<file path="config.mk">
export PLATFORM = sky130hd
export DESIGN_NAME = k005292_tile_shifter_flat
export DESIGN_NICKNAME = d
export VERILOG_FILES = /design/src/rtl/k005292_tile_shifter_if.sv /design/src/rtl/k005292_tile_shifter.sv /design/src/flat_wrapper.sv
export SDC_FILE = /design/constraint.sdc
export NUM_CORES = 1
export LEC_CHECK = 0
export ABC_AREA = 0
export BUFFER_PORTS_ARGS = -buffer_cell sky130_fd_sc_hd__buf_2
export CORE_MARGIN = 3
export CORE_UTILIZATION = 50
export DETAILED_ROUTE_END_ITERATION = 8
export HOLD_SLACK_MARGIN = 0.08
export PLACE_DENSITY_LB_ADDON = 0.3
export SETUP_SLACK_MARGIN = 0.3
export SYNTH_ARGS = -nofsm -noshare
export SYNTH_HDL_FRONTEND = slang
export SYNTH_SLANG_ARGS = --single-unit
export TNS_END_PERCENT = 30
</file>
<file path="constraint.sdc">
create_clock -name i_EMU_MCLK -period 4.2 [get_ports i_EMU_MCLK]
set_input_delay 1.05 -clock i_EMU_MCLK [delete_from_list [all_inputs] [get_ports i_EMU_MCLK]]
set_output_delay 1.05 -clock i_EMU_MCLK [all_outputs]
set_load 0.02 [all_outputs]
</file>
<file path="src/rtl/k005292_tile_shifter_if.sv">
`default_nettype none
// ============================================================================
// Module   : k005292_tile_shifter_if
// Purpose  : Bundles the pixel-phase, VRAM/CHARRAM data, load strobes and
//            pixel/palette outputs of the K005292 tile shifter.
//            The MIX outputs exist only when K005292_TILE_SHIFTER_MIX_EN
//            is defined.
// Revision : 1.0 - initial release
// ============================================================================
interface k005292_tile_shifter_if #(
  parameter int PIX_W = 4,
  parameter int PAL_W = 6
);
  logic                  i_EMU_CLK6MPCEN_n;
  logic                  i_ABS_4H;
  logic                  i_ABS_2H;
  logic                  i_ABS_1H;
  logic [15:0]           i_VRAMDATA;
  logic [PAL_W-4:0]      i_VRAMDATA_HI;
  logic [8*PIX_W-1:0]    i_CHARDATA;
  logic                  i_SHIFTA1_n;
  logic                  i_SHIFTA2_n;
  logic                  i_SHIFTB_n;
  logic [10:0]           o_TILECODE;
  logic [PIX_W-1:0]      o_A_PIXEL;
  logic [PAL_W-1:0]      o_A_PAL;
  logic [PIX_W-1:0]      o_B_PIXEL;
  logic [PAL_W-1:0]      o_B_PAL;
`ifdef K005292_TILE_SHIFTER_MIX_EN
  logic [PIX_W-1:0]      o_MIX_PIXEL;
  logic [PAL_W-1:0]      o_MIX_PAL;

  modport master (
    output i_EMU_CLK6MPCEN_n, i_ABS_4H, i_ABS_2H, i_ABS_1H,
    output i_VRAMDATA, i_VRAMDATA_HI, i_CHARDATA,
    output i_SHIFTA1_n, i_SHIFTA2_n, i_SHIFTB_n,
    input  o_TILECODE, o_A_PIXEL, o_A_PAL, o_B_PIXEL, o_B_PAL,
    input  o_MIX_PIXEL, o_MIX_PAL
  );

  modport slave (
    input  i_EMU_CLK6MPCEN_n, i_ABS_4H, i_ABS_2H, i_ABS_1H,
    input  i_VRAMDATA, i_VRAMDATA_HI, i_CHARDATA,
    input  i_SHIFTA1_n, i_SHIFTA2_n, i_SHIFTB_n,
    output o_TILECODE, o_A_PIXEL, o_A_PAL, o_B_PIXEL, o_B_PAL,
    output o_MIX_PIXEL, o_MIX_PAL
  );
`else
  modport master (
    output i_EMU_CLK6MPCEN_n, i_ABS_4H, i_ABS_2H, i_ABS_1H,
    output i_VRAMDATA, i_VRAMDATA_HI, i_CHARDATA,
    output i_SHIFTA1_n, i_SHIFTA2_n, i_SHIFTB_n,
    input  o_TILECODE, o_A_PIXEL, o_A_PAL, o_B_PIXEL, o_B_PAL
  );

  modport slave (
    input  i_EMU_CLK6MPCEN_n, i_ABS_4H, i_ABS_2H, i_ABS_1H,
    input  i_VRAMDATA, i_VRAMDATA_HI, i_CHARDATA,
    input  i_SHIFTA1_n, i_SHIFTA2_n, i_SHIFTB_n,
    output o_TILECODE, o_A_PIXEL, o_A_PAL, o_B_PIXEL, o_B_PAL
  );
`endif
endinterface
`default_nettype wire

</file>
<file path="src/rtl/k005292_tile_shifter.sv">
`default_nettype none
// ============================================================================
// Module   : k005292_tile_shifter
// Purpose  : Tilemap pixel serializer behind the K005291. Captures tile
//            attributes and CHARRAM line words per 8-pixel slot, loads the
//            layer A/B shifters on the generator strobes and emits one
//            pixel per 6 MHz enable per layer with its palette code.
//            Optional A-over-B mix outputs: K005292_TILE_SHIFTER_MIX_EN.
// Revision : 1.0 - initial release
// ============================================================================
module k005292_tile_shifter #(
  parameter int PIX_W = 4,
  parameter int PAL_W = 6
) (
  input  wire                    i_EMU_MCLK,
  input  wire                    i_EMU_MRST_n,
  k005292_tile_shifter_if.slave  bus
);

  localparam int c_WORD_W = 8 * PIX_W;

  logic [2:0]          w_phase;
  logic                w_en;
  logic [c_WORD_W-1:0] w_char_rev;
  logic [PAL_W-1:0]    w_vram_pal;
  logic                w_unused_vflip;

  // Attribute latches
  logic [10:0]         a_code_q, a_code_d, b_code_q, b_code_d;
  logic                a_hflip_q, a_hflip_d, b_hflip_q, b_hflip_d;
  logic [PAL_W-1:0]    a_pal_q, a_pal_d, b_pal_q, b_pal_d;
  logic [10:0]         tilecode_q, tilecode_d;
  // Pending CHARRAM words (already pixel-reversed for hflip)
  logic [c_WORD_W-1:0] a_pend_q, a_pend_d, b_pend_q, b_pend_d;
  logic                a_pend_v_q, a_pend_v_d, b_pend_v_q, b_pend_v_d;
  // Shifters and registered outputs
  logic [c_WORD_W-1:0] a_sh_q, a_sh_d, b_sh_q, b_sh_d;
  logic [PIX_W-1:0]    a_pix_q, a_pix_d, b_pix_q, b_pix_d;
  logic [PAL_W-1:0]    a_opal_q, a_opal_d, b_opal_q, b_opal_d;

  assign w_phase        = {bus.i_ABS_4H, bus.i_ABS_2H, bus.i_ABS_1H};
  assign w_en           = ~bus.i_EMU_CLK6MPCEN_n;
  assign w_vram_pal     = {bus.i_VRAMDATA_HI, bus.i_VRAMDATA[15:13]};
  // vflip is resolved upstream in the CHARRAM row address
  assign w_unused_vflip = bus.i_VRAMDATA[12];

  // Pixel-order reversal of the CHARRAM word for horizontally flipped tiles
  for (genvar gi = 0; gi < 8; gi++) begin : g_rev
    assign w_char_rev[gi*PIX_W +: PIX_W] = bus.i_CHARDATA[(7-gi)*PIX_W +: PIX_W];
  end

  // Next-state: attribute/char capture by phase, strobe loads, shifting
  always_comb begin
    a_code_d   = a_code_q;
    a_hflip_d  = a_hflip_q;
    a_pal_d    = a_pal_q;
    b_code_d   = b_code_q;
    b_hflip_d  = b_hflip_q;
    b_pal_d    = b_pal_q;
    a_pend_d   = a_pend_q;
    a_pend_v_d = a_pend_v_q;
    b_pend_d   = b_pend_q;
    b_pend_v_d = b_pend_v_q;
    a_opal_d   = a_opal_q;
    b_opal_d   = b_opal_q;

    // Code for the CHARRAM address follows the 4H half of the slot
    tilecode_d = bus.i_ABS_4H ? a_code_q : b_code_q;

    // Pixel outputs are the shifter MSBs, one enable behind the shifter
    a_pix_d = a_sh_q[c_WORD_W-1 -: PIX_W];
    b_pix_d = b_sh_q[c_WORD_W-1 -: PIX_W];

    // Loads read the pending word before any capture on the same edge
    if (!bus.i_SHIFTA1_n) begin
      a_sh_d     = a_pend_v_q ? a_pend_q : '0;
      a_pend_v_d = 1'b0;
    end else begin
      a_sh_d = a_sh_q << PIX_W;
    end
    if (!bus.i_SHIFTA2_n) begin
      a_opal_d = a_pal_q;
    end
    if (!bus.i_SHIFTB_n) begin
      b_sh_d     = b_pend_v_q ? b_pend_q : '0;
      b_pend_v_d = 1'b0;
      b_opal_d   = b_pal_q;
    end else begin
      b_sh_d = b_sh_q << PIX_W;
    end

    // Capture wins over a same-edge load clearing the valid flag
    if (w_phase == 3'd5) begin
      a_pend_d   = a_hflip_q ? w_char_rev : bus.i_CHARDATA;
      a_pend_v_d = 1'b1;
    end
    if (w_phase == 3'd1) begin
      b_pend_d   = b_hflip_q ? w_char_rev : bus.i_CHARDATA;
      b_pend_v_d = 1'b1;
    end

    if (w_phase == 3'd3) begin
      a_code_d  = bus.i_VRAMDATA[10:0];
      a_hflip_d = bus.i_VRAMDATA[11];
      a_pal_d   = w_vram_pal;
    end
    if (w_phase == 3'd7) begin
      b_code_d  = bus.i_VRAMDATA[10:0];
      b_hflip_d = bus.i_VRAMDATA[11];
      b_pal_d   = w_vram_pal;
    end
  end

  // State register: advances only on enabled pixel edges
  always_ff @(posedge i_EMU_MCLK or negedge i_EMU_MRST_n) begin
    if (!i_EMU_MRST_n) begin
      a_code_q   <= '0;
      a_hflip_q  <= 1'b0;
      a_pal_q    <= '0;
      b_code_q   <= '0;
      b_hflip_q  <= 1'b0;
      b_pal_q    <= '0;
      tilecode_q <= '0;
      a_pend_q   <= '0;
      a_pend_v_q <= 1'b0;
      b_pend_q   <= '0;
      b_pend_v_q <= 1'b0;
      a_sh_q     <= '0;
      b_sh_q     <= '0;
      a_pix_q    <= '0;
      b_pix_q    <= '0;
      a_opal_q   <= '0;
      b_opal_q   <= '0;
    end else if (w_en) begin
      a_code_q   <= a_code_d;
      a_hflip_q  <= a_hflip_d;
      a_pal_q    <= a_pal_d;
      b_code_q   <= b_code_d;
      b_hflip_q  <= b_hflip_d;
      b_pal_q    <= b_pal_d;
      tilecode_q <= tilecode_d;
      a_pend_q   <= a_pend_d;
      a_pend_v_q <= a_pend_v_d;
      b_pend_q   <= b_pend_d;
      b_pend_v_q <= b_pend_v_d;
      a_sh_q     <= a_sh_d;
      b_sh_q     <= b_sh_d;
      a_pix_q    <= a_pix_d;
      b_pix_q    <= b_pix_d;
      a_opal_q   <= a_opal_d;
      b_opal_q   <= b_opal_d;
    end
  end

  assign bus.o_TILECODE = tilecode_q;
  assign bus.o_A_PIXEL  = a_pix_q;
  assign bus.o_A_PAL    = a_opal_q;
  assign bus.o_B_PIXEL  = b_pix_q;
  assign bus.o_B_PAL    = b_opal_q;

`ifdef K005292_TILE_SHIFTER_MIX_EN
  logic [PIX_W-1:0] mix_pix_q, mix_pix_d;
  logic [PAL_W-1:0] mix_pal_q, mix_pal_d;

  // Layer A wins wherever its pixel is opaque
  always_comb begin
    mix_pix_d = (a_pix_q != '0) ? a_pix_q  : b_pix_q;
    mix_pal_d = (a_pix_q != '0) ? a_opal_q : b_opal_q;
  end

  // Mix register adds one enable of latency behind the layer outputs
  always_ff @(posedge i_EMU_MCLK or negedge i_EMU_MRST_n) begin
    if (!i_EMU_MRST_n) begin
      mix_pix_q <= '0;
      mix_pal_q <= '0;
    end else if (w_en) begin
      mix_pix_q <= mix_pix_d;
      mix_pal_q <= mix_pal_d;
    end
  end

  assign bus.o_MIX_PIXEL = mix_pix_q;
  assign bus.o_MIX_PAL   = mix_pal_q;
`endif

endmodule
`default_nettype wire

</file>
<file path="src/flat_wrapper.sv">
// flat-port wrapper written by rule: the top's interface ports become plain ports
module k005292_tile_shifter_flat 
#(
  parameter int PIX_W = 4,
  parameter int PAL_W = 6
)
  (i_EMU_MCLK, i_EMU_MRST_n, bus_i_EMU_CLK6MPCEN_n, bus_i_ABS_4H, bus_i_ABS_2H, bus_i_ABS_1H, bus_i_VRAMDATA, bus_i_VRAMDATA_HI, bus_i_CHARDATA, bus_i_SHIFTA1_n, bus_i_SHIFTA2_n, bus_i_SHIFTB_n, bus_o_TILECODE, bus_o_A_PIXEL, bus_o_A_PAL, bus_o_B_PIXEL, bus_o_B_PAL);
  k005292_tile_shifter_if #(.PIX_W(PIX_W), .PAL_W(PAL_W)) bus_i ();
  input  wire i_EMU_MCLK;
  input  wire i_EMU_MRST_n;
  input wire logic [$bits(bus_i.i_EMU_CLK6MPCEN_n)-1:0] bus_i_EMU_CLK6MPCEN_n;
  input wire logic [$bits(bus_i.i_ABS_4H)-1:0] bus_i_ABS_4H;
  input wire logic [$bits(bus_i.i_ABS_2H)-1:0] bus_i_ABS_2H;
  input wire logic [$bits(bus_i.i_ABS_1H)-1:0] bus_i_ABS_1H;
  input wire logic [$bits(bus_i.i_VRAMDATA)-1:0] bus_i_VRAMDATA;
  input wire logic [$bits(bus_i.i_VRAMDATA_HI)-1:0] bus_i_VRAMDATA_HI;
  input wire logic [$bits(bus_i.i_CHARDATA)-1:0] bus_i_CHARDATA;
  input wire logic [$bits(bus_i.i_SHIFTA1_n)-1:0] bus_i_SHIFTA1_n;
  input wire logic [$bits(bus_i.i_SHIFTA2_n)-1:0] bus_i_SHIFTA2_n;
  input wire logic [$bits(bus_i.i_SHIFTB_n)-1:0] bus_i_SHIFTB_n;
  output wire logic [$bits(bus_i.o_TILECODE)-1:0] bus_o_TILECODE;
  output wire logic [$bits(bus_i.o_A_PIXEL)-1:0] bus_o_A_PIXEL;
  output wire logic [$bits(bus_i.o_A_PAL)-1:0] bus_o_A_PAL;
  output wire logic [$bits(bus_i.o_B_PIXEL)-1:0] bus_o_B_PIXEL;
  output wire logic [$bits(bus_i.o_B_PAL)-1:0] bus_o_B_PAL;
  assign bus_i.i_EMU_CLK6MPCEN_n = bus_i_EMU_CLK6MPCEN_n;
  assign bus_i.i_ABS_4H = bus_i_ABS_4H;
  assign bus_i.i_ABS_2H = bus_i_ABS_2H;
  assign bus_i.i_ABS_1H = bus_i_ABS_1H;
  assign bus_i.i_VRAMDATA = bus_i_VRAMDATA;
  assign bus_i.i_VRAMDATA_HI = bus_i_VRAMDATA_HI;
  assign bus_i.i_CHARDATA = bus_i_CHARDATA;
  assign bus_i.i_SHIFTA1_n = bus_i_SHIFTA1_n;
  assign bus_i.i_SHIFTA2_n = bus_i_SHIFTA2_n;
  assign bus_i.i_SHIFTB_n = bus_i_SHIFTB_n;
  assign bus_o_TILECODE = bus_i.o_TILECODE;
  assign bus_o_A_PIXEL = bus_i.o_A_PIXEL;
  assign bus_o_A_PAL = bus_i.o_A_PAL;
  assign bus_o_B_PIXEL = bus_i.o_B_PIXEL;
  assign bus_o_B_PAL = bus_i.o_B_PAL;
  k005292_tile_shifter #(.PIX_W(PIX_W), .PAL_W(PAL_W)) u_core (.i_EMU_MCLK(i_EMU_MCLK), .i_EMU_MRST_n(i_EMU_MRST_n), .bus(bus_i));
endmodule
</file>
==> flow_summary.toml, run 1 <==
[outcome]
status = "finished, final reports clean"

[yosys]
synthMuxAreaShare_pct = 24.0
syn_area_um2 = 9080
ys_types = 19
ys.warnings.count = 0
syn-num-nets = 792
synth-xor-area-share_pct = 0
synth_top_family_by_area = "multiplexers"
ys_seq_area_share_pct = 54.3
synthCells = 732
syn_avg_cell_area_um2 = 12.4
synth_seq_cells = 197
yosys.area_share.simple_pct = 10.9
synth_compound_area_share_pct = 7.33
synth_adder_area_share_pct = 0

[routing]
post_drt_wl_per_cell_um = 18.0
wl_um = 18500
num_vias = 5770
drc = 0
drtAntennaViolNets = 0
viasPerCell = 5.61
drt-initial-drc-count = 292
first_pass_iters = 5

[timing]
skew_ps = 9.91
setup_tns_ps = 0
fin_hold_ws_ps = 487
fmax_ghz = 0.440
rsz0062_at_grt = "false"
min_period_ps = 2270
worst_slew_pin_slew_ps = 1270
fin_crit_sh_pct = 54.1
slew_headroom_pct = 15.7
finalSetupViolations = 0
finalHoldViolations = 0
finalMaxSlewViolations = 0

[worst_setup_path]
crit_type = "input pin to flop"
arrival_ps = 2580
critPathRequiredTime_ps = 4500
critPathLaunch = "bus_i_EMU_CLK6MPCEN_n"
cp-end-kind = "flop"
path_max_fanout = 80
r2r-start = "u_core.a_hflip_q"
cp-start-kind = "input pin"

[finish]
finalCoreUtilization_pct = 58.8
nets = 850
n_antenna_cell = 0
nFillCells = 1434
syn_to_final_growth_pct = 13.7
layout-drive-gt1-share_pct = 39.2

[clock_tree]
clk_latency_ps = 430
ctsHoldBuffers = 0
clk_pin_slew_ps = 70
post_cts_resized = 0
cts_inserted_buffers = 17
cts_buffer_depth = 2
clock-sinks = 197
cts-root-buf = "clkbuf_16"
ctsHtreeMaxLevel = 4
cts_tree = "done"
cts_setup_buffers = 0

[placed_design]
place_congestion = 0.781
dp_hpwl_um = 12000
port_buffers = 89

[floorplanning]
start_util_pct = 51.8
io_pins = 91
rows = 48
die-area_um2 = 19800
core_um2 = 17500
die_w_um = 141
chipHeight_um = 141

[global_routing]
grtUsageTotal_pct = 19.2
grt_pass1_vias = 6308
antenna_found_initial = 0
grt_max_degree = 90
grt_overflow = 0
grt_pass1_wl_um = 31100

[power]
ir_drop_mv = 0.367
p_per_area_nw_per_um2 = 526
p_leak_nw = 4.40

[hold_path]
holdCritStartpoint = "u_core.bus.o_TILECODE[2]"
hold_class = "flop to flop"

[job]
maxCapViolations = 0
## cell usage after synthesis
library cell / n / area share [%]
mux2_1: 3 / 0.37
nor4bb_1: 1 / 0.11
mux2_2: 181 / 22
buf_6: 8 / 0.99
nor4b_4: 1 / 0.26
buf_2: 16 / 0.88
a21oi_1: 112 / 6.2
nand3b_1: 64 / 5.3
nor2_1: 2 / 0.083
and4bb_1: 1 / 0.14
mux2i_1: 11 / 1.2
nand2_1: 19 / 0.79
clkbuf_1: 35 / 1.4
o21ai_0: 21 / 1.2
nor2b_1: 56 / 3.9
nand2b_1: 2 / 0.14
buf_4: 1 / 0.083
dfrtp_1: 197 / 54
nand4b_4: 1 / 0.26
## through the flow
| stage | worst slack [ps] | area [um^2] | power (W) | instances |
|---|---|---|---|---|
| final | 1930 | 10300 | 0.00543 | 1028 |
| after global routing | 1860 | 10300 | 0.00570 | 1028 |
| after CTS | 1920 | 10300 | 0.00549 | 1028 |
| after detailed placement | 1450 | 9610 | 0.00357 | 996 |
| after global placement | 1490 | 9610 | 0.00350 | 996 |
| after floorplan | 1940 | 9080 | 0.00323 | 732 |
## final timing paths
path | cells past startpoint | to | slack, ps
setup / recovery | 4 | u_core.a_pend_q[16] | 1930
hold / removal | 2 | u_core.bus.o_TILECODE[2] | 490
setup reg to reg | 3 | u_core.a_pend_q[28] | 2240
hold reg to reg | 2 | u_core.bus.o_TILECODE[2] | 490
max in group asynchronous | 2 | u_core.b_sh_q[10] | 2520
min in group asynchronous | 1 | u_core.a_sh_q[2] | 640
## flip-flops by register name, summed over array words and instances, names as in the netlist
signal and cells:
u_core.a_code_q 11, u_core.a_hflip_q 1, u_core.a_pal_q 6, u_core.a_pend_q 32, u_core.a_pend_v_q 1, u_core.a_sh_q 32, u_core.b_code_q 11, u_core.b_hflip_q 1
u_core.b_pal_q 6, u_core.b_pend_q 32, u_core.b_pend_v_q 1, u_core.b_sh_q 32, u_core.bus.o_A_PAL 6, u_core.bus.o_A_PIXEL 4, u_core.bus.o_B_PAL 6, u_core.bus.o_B_PIXEL 4
u_core.bus.o_TILECODE 11
## power breakdown
part | leakage (nW) | total [W] | internal [W] | switching [W]
Sequential | 2.38 | 0.00256 | 0.00230 | 0.000259
Clock | 0.338 | 0.00191 | 0.00120 | 0.000705
Combinational | 1.68 | 0.000967 | 0.000520 | 0.000447
Total | 4.40 | 0.00543 | 0.00402 | 0.00141
## critical path: stages
cell      delay [ps]
buf_4            320
and4bb_1         360
buf_4            410
mux2_2           390
## logic make-up (layout without fill, tap and decap cells)
group,after synthesis,in the layout
muxes,195,195
AOI/OAI and AO/OA,133,133
and+or+nand+nor,147,147
buffers and inverters,60,131
DFF,197,197
## layout by cell type, fill, tap and decap left out
| cell type | n |
|---|---|
| clkinvlp_4 | 2 |
| nor4bb_4 | 1 |
| nand4b_4 | 1 |
| bufinv_16 | 7 |
| buf_2 | 87 |
| dfrtp_1 | 197 |
| nor2b_1 | 56 |
| a21oi_1 | 112 |
| clkbuf_16 | 17 |
| inv_6 | 3 |
| buf_12 | 1 |
| mux2_2 | 181 |
| nand2b_1 | 2 |
| clkbuf_8 | 2 |
| o21ai_0 | 21 |
| and4bb_1 | 1 |
| clkinv_4 | 2 |
| mux2i_1 | 11 |
| buf_4 | 10 |
| nor2_1 | 2 |
| nor4b_4 | 1 |
| nand3b_1 | 64 |
| nand2_1 | 19 |
| mux2_1 | 3 |
## layer usage
layer	up-vias	global-route usage (%)	part of all wire [%]
li1	2705	-	-
met1	2932	24.5	44
met2	117	33.0	51
met3	16	4.51	4.3
met4	0	5.46	1.2
met5	-	0	0
## final cells by class
| class | count | area, um^2 | area share, % |
|---|---|---|---|
| clock buffer | 18 | 439 | 4.26 |
| clock inverter | 14 | 269 | 2.61 |
| multi-input combinational | 475 | 3850 | 37.4 |
| sequential | 197 | 4930 | 47.8 |
| tap | 225 | 282 | 2.73 |
| timing repair buffer | 99 | 544 | 5.27 |
Note: power is estimated with default switching activity, not from simulation.
==> run 2: changes to the inputs <==
Clock period 4.2 ns to 2.2 ns, I/O delays scaled along.
==> run 2 against run 1 <==
  * Flip-flop and latch count unchanged
  * Core utilization increased by 0.41 points
  * Setup slack got worse by 1300 ps
  * Critical path type is now flop to flop
  * Combinational power grew 100%
  * Clock-buffer cell count shrank 1
  * Largest power group unchanged
  * Register-to-register slack lost 1600 ps
  * Critical endpoint is now u_core.a_pend_q[17]
==> flow_summary.toml, run 2 (synthesis gave the netlist of run 1 again) <==
[outcome]
status = "finished, final reports clean"

[power]
ir_drop_mv = 0.612
p_int_w = 0.00722
swShare_pct = 27.4
p_clk_share_pct = 31.9
p_leak_nw = 4.41
pwr-share-seq_pct = 48.6
power_switching_w = 0.00273
p_comb_share_pct = 19.5
p_per_area_nw_per_um2 = 958

[clock_tree]
ctsHoldBuffers = 1
clk_latency_ps = 430
clock-sinks = 197
cts-root-buf = "clkbuf_16"
cts_buffer_depth = 2
cts_tree = "done"
cts_setup_buffers = 0
cts_inserted_buffers = 17
clk_pin_slew_ps = 70
post_cts_resized = 0
ctsHtreeMaxLevel = 4

[routing]
top_layer = "met4"
num_vias = 5814
wl_met3_um = 683
post_drt_wl_per_cell_um = 17.8
drt-initial-drc-count = 251
wl_um = 18400
drc = 0
wl_met1_um = 8320
first_pass_iters = 5
viasPerCell = 5.61
dr_wl_met2_um = 9150
drtAntennaViolNets = 0

[timing]
min_period_ps = 1570
slew_headroom_pct = 62.0
fin_ws_ps = 629
finalMaxSlewViolations = 0
skew_ps = 5.30
fin_crit_sh_pct = 71.4
setup_tns_ps = 0
finalHoldViolations = 0
worst_slew_pin_slew_ps = 568
rsz0062_at_grt = "false"
fmax_ghz = 0.636
finalSetupViolations = 0

[global_routing]
grt_pass1_wl_um = 31000
grt_pass1_vias = 6166
grt_overflow = 0
antenna_found_initial = 0
grt_max_degree = 140
grtUsageTotal_pct = 19.2

[floorplanning]
start_util_pct = 51.8
core_um2 = 17500
chipHeight_um = 141
die-area_um2 = 19800
io_pins = 91
die_w_um = 141
rows = 48

[worst_setup_path]
crit_path_frequent_cell = "mux2_2"
rr_endpoint = "u_core.a_pend_q[17]"
path_max_fanout = 32
cpMaxStageDelayCell = "buf_4"
r2r-start = "u_core.a_hflip_q"
critPathRequiredTime_ps = 2510
regToRegSetupSlack_ps = 630
critPathMaxStageDelay_ps = 400
crit_type = "flop to flop"
reg2reg_depth = 3
arrival_ps = 1880
cp-end-kind = "flop"
critPathLaunch = "u_core.a_hflip_q"
cp-start-kind = "flop"
worstPathCellList = "buf_4 -> mux2_2 -> mux2_2"
worstSetupEndpoint = "u_core.a_pend_q[17]"

[finish]
final_cell_count_no_fill = 1036
final_cell_area_um2 = 10400
nFillCells = 1405
nets = 858
syn_to_final_growth_pct = 14.5
layout-drive-gt1-share_pct = 39.7
final_common_cell = "dfrtp_1"
n_antenna_cell = 0
mostFrequentLayoutCells = "dfrtp_1 (197), mux2_2 (181), a21oi_1 (112)"

[placed_design]
dp_slack_ps = 384
port_buffers = 89
dp_hpwl_um = 12100
place_congestion = 0.736
place_area_um2 = 9780
dp.cells = 1003

[hold_path]
hold_class = "input pin to flop"

[job]
maxCapViolations = 0
## run 2: power groups by stage
stage	Sequential [W]	Clock, W	Combinational [W]
after floorplan	0.00491	0	0.00125
after global placement	0.00484	0	0.00188
after detailed placement	0.00489	0	0.00196
after CTS	0.00483	0.00325	0.00197
after global routing	0.00492	0.00340	0.00214
final	0.00483	0.00317	0.00195
## run 2: area by class of cell
class / count / area, um^2 / area share [%]
Timing Repair Buffer: 107 / 719 / 6.92
Clock inverter: 15 / 180 / 1.73
Sequential cell: 197 / 4930 / 47.4
Multi-Input combinational cell: 475 / 3850 / 37.1
Tap cell: 225 / 282 / 2.71
Clock buffer: 17 / 425 / 4.09
## run 2: routing by layer
layer / global-route usage (%) / up-vias
li1: - / 2723
met1: 25.6 / 2969
met2: 32.0 / 100
met3: 3.77 / 22
met4: 5.92 / 0
met5: 0 / -
## run 2: worst min path at each step
stage	depth (start not counted)	startpoint	slack, ps	end
3_5_place_dp	2	u_core.bus.o_TILECODE[4]	470	u_core.bus.o_TILECODE[4]
4_1_cts	2	bus_i_VRAMDATA[4]	350	u_core.a_code_q[4]
2_1_floorplan	0	i_EMU_MRST_n	250	u_core.a_code_q[0]
3_3_place_gp	2	u_core.bus.o_TILECODE[3]	460	u_core.bus.o_TILECODE[3]
6_report	2	bus_i_VRAMDATA[1]	360	u_core.b_code_q[1]
5_1_grt	2	bus_i_VRAMDATA[4]	360	u_core.a_code_q[4]
## run 2: per-stage QoR
step                      hold slack [ps]  utilization [%]  power, W
after floorplan                       254                -   0.00617
after global placement                462             55.7   0.00673
after detailed placement              469             55.7   0.00685
after CTS                             348             59.3    0.0101
after global routing                  357             59.3    0.0105
final                                 361             59.3   0.00995
## run 2: worst max-delay path: cells and delay by family (launching register included)
family	cells	cell delay, ps
mux	2	660
buf+inv	1	400
flops	1	370
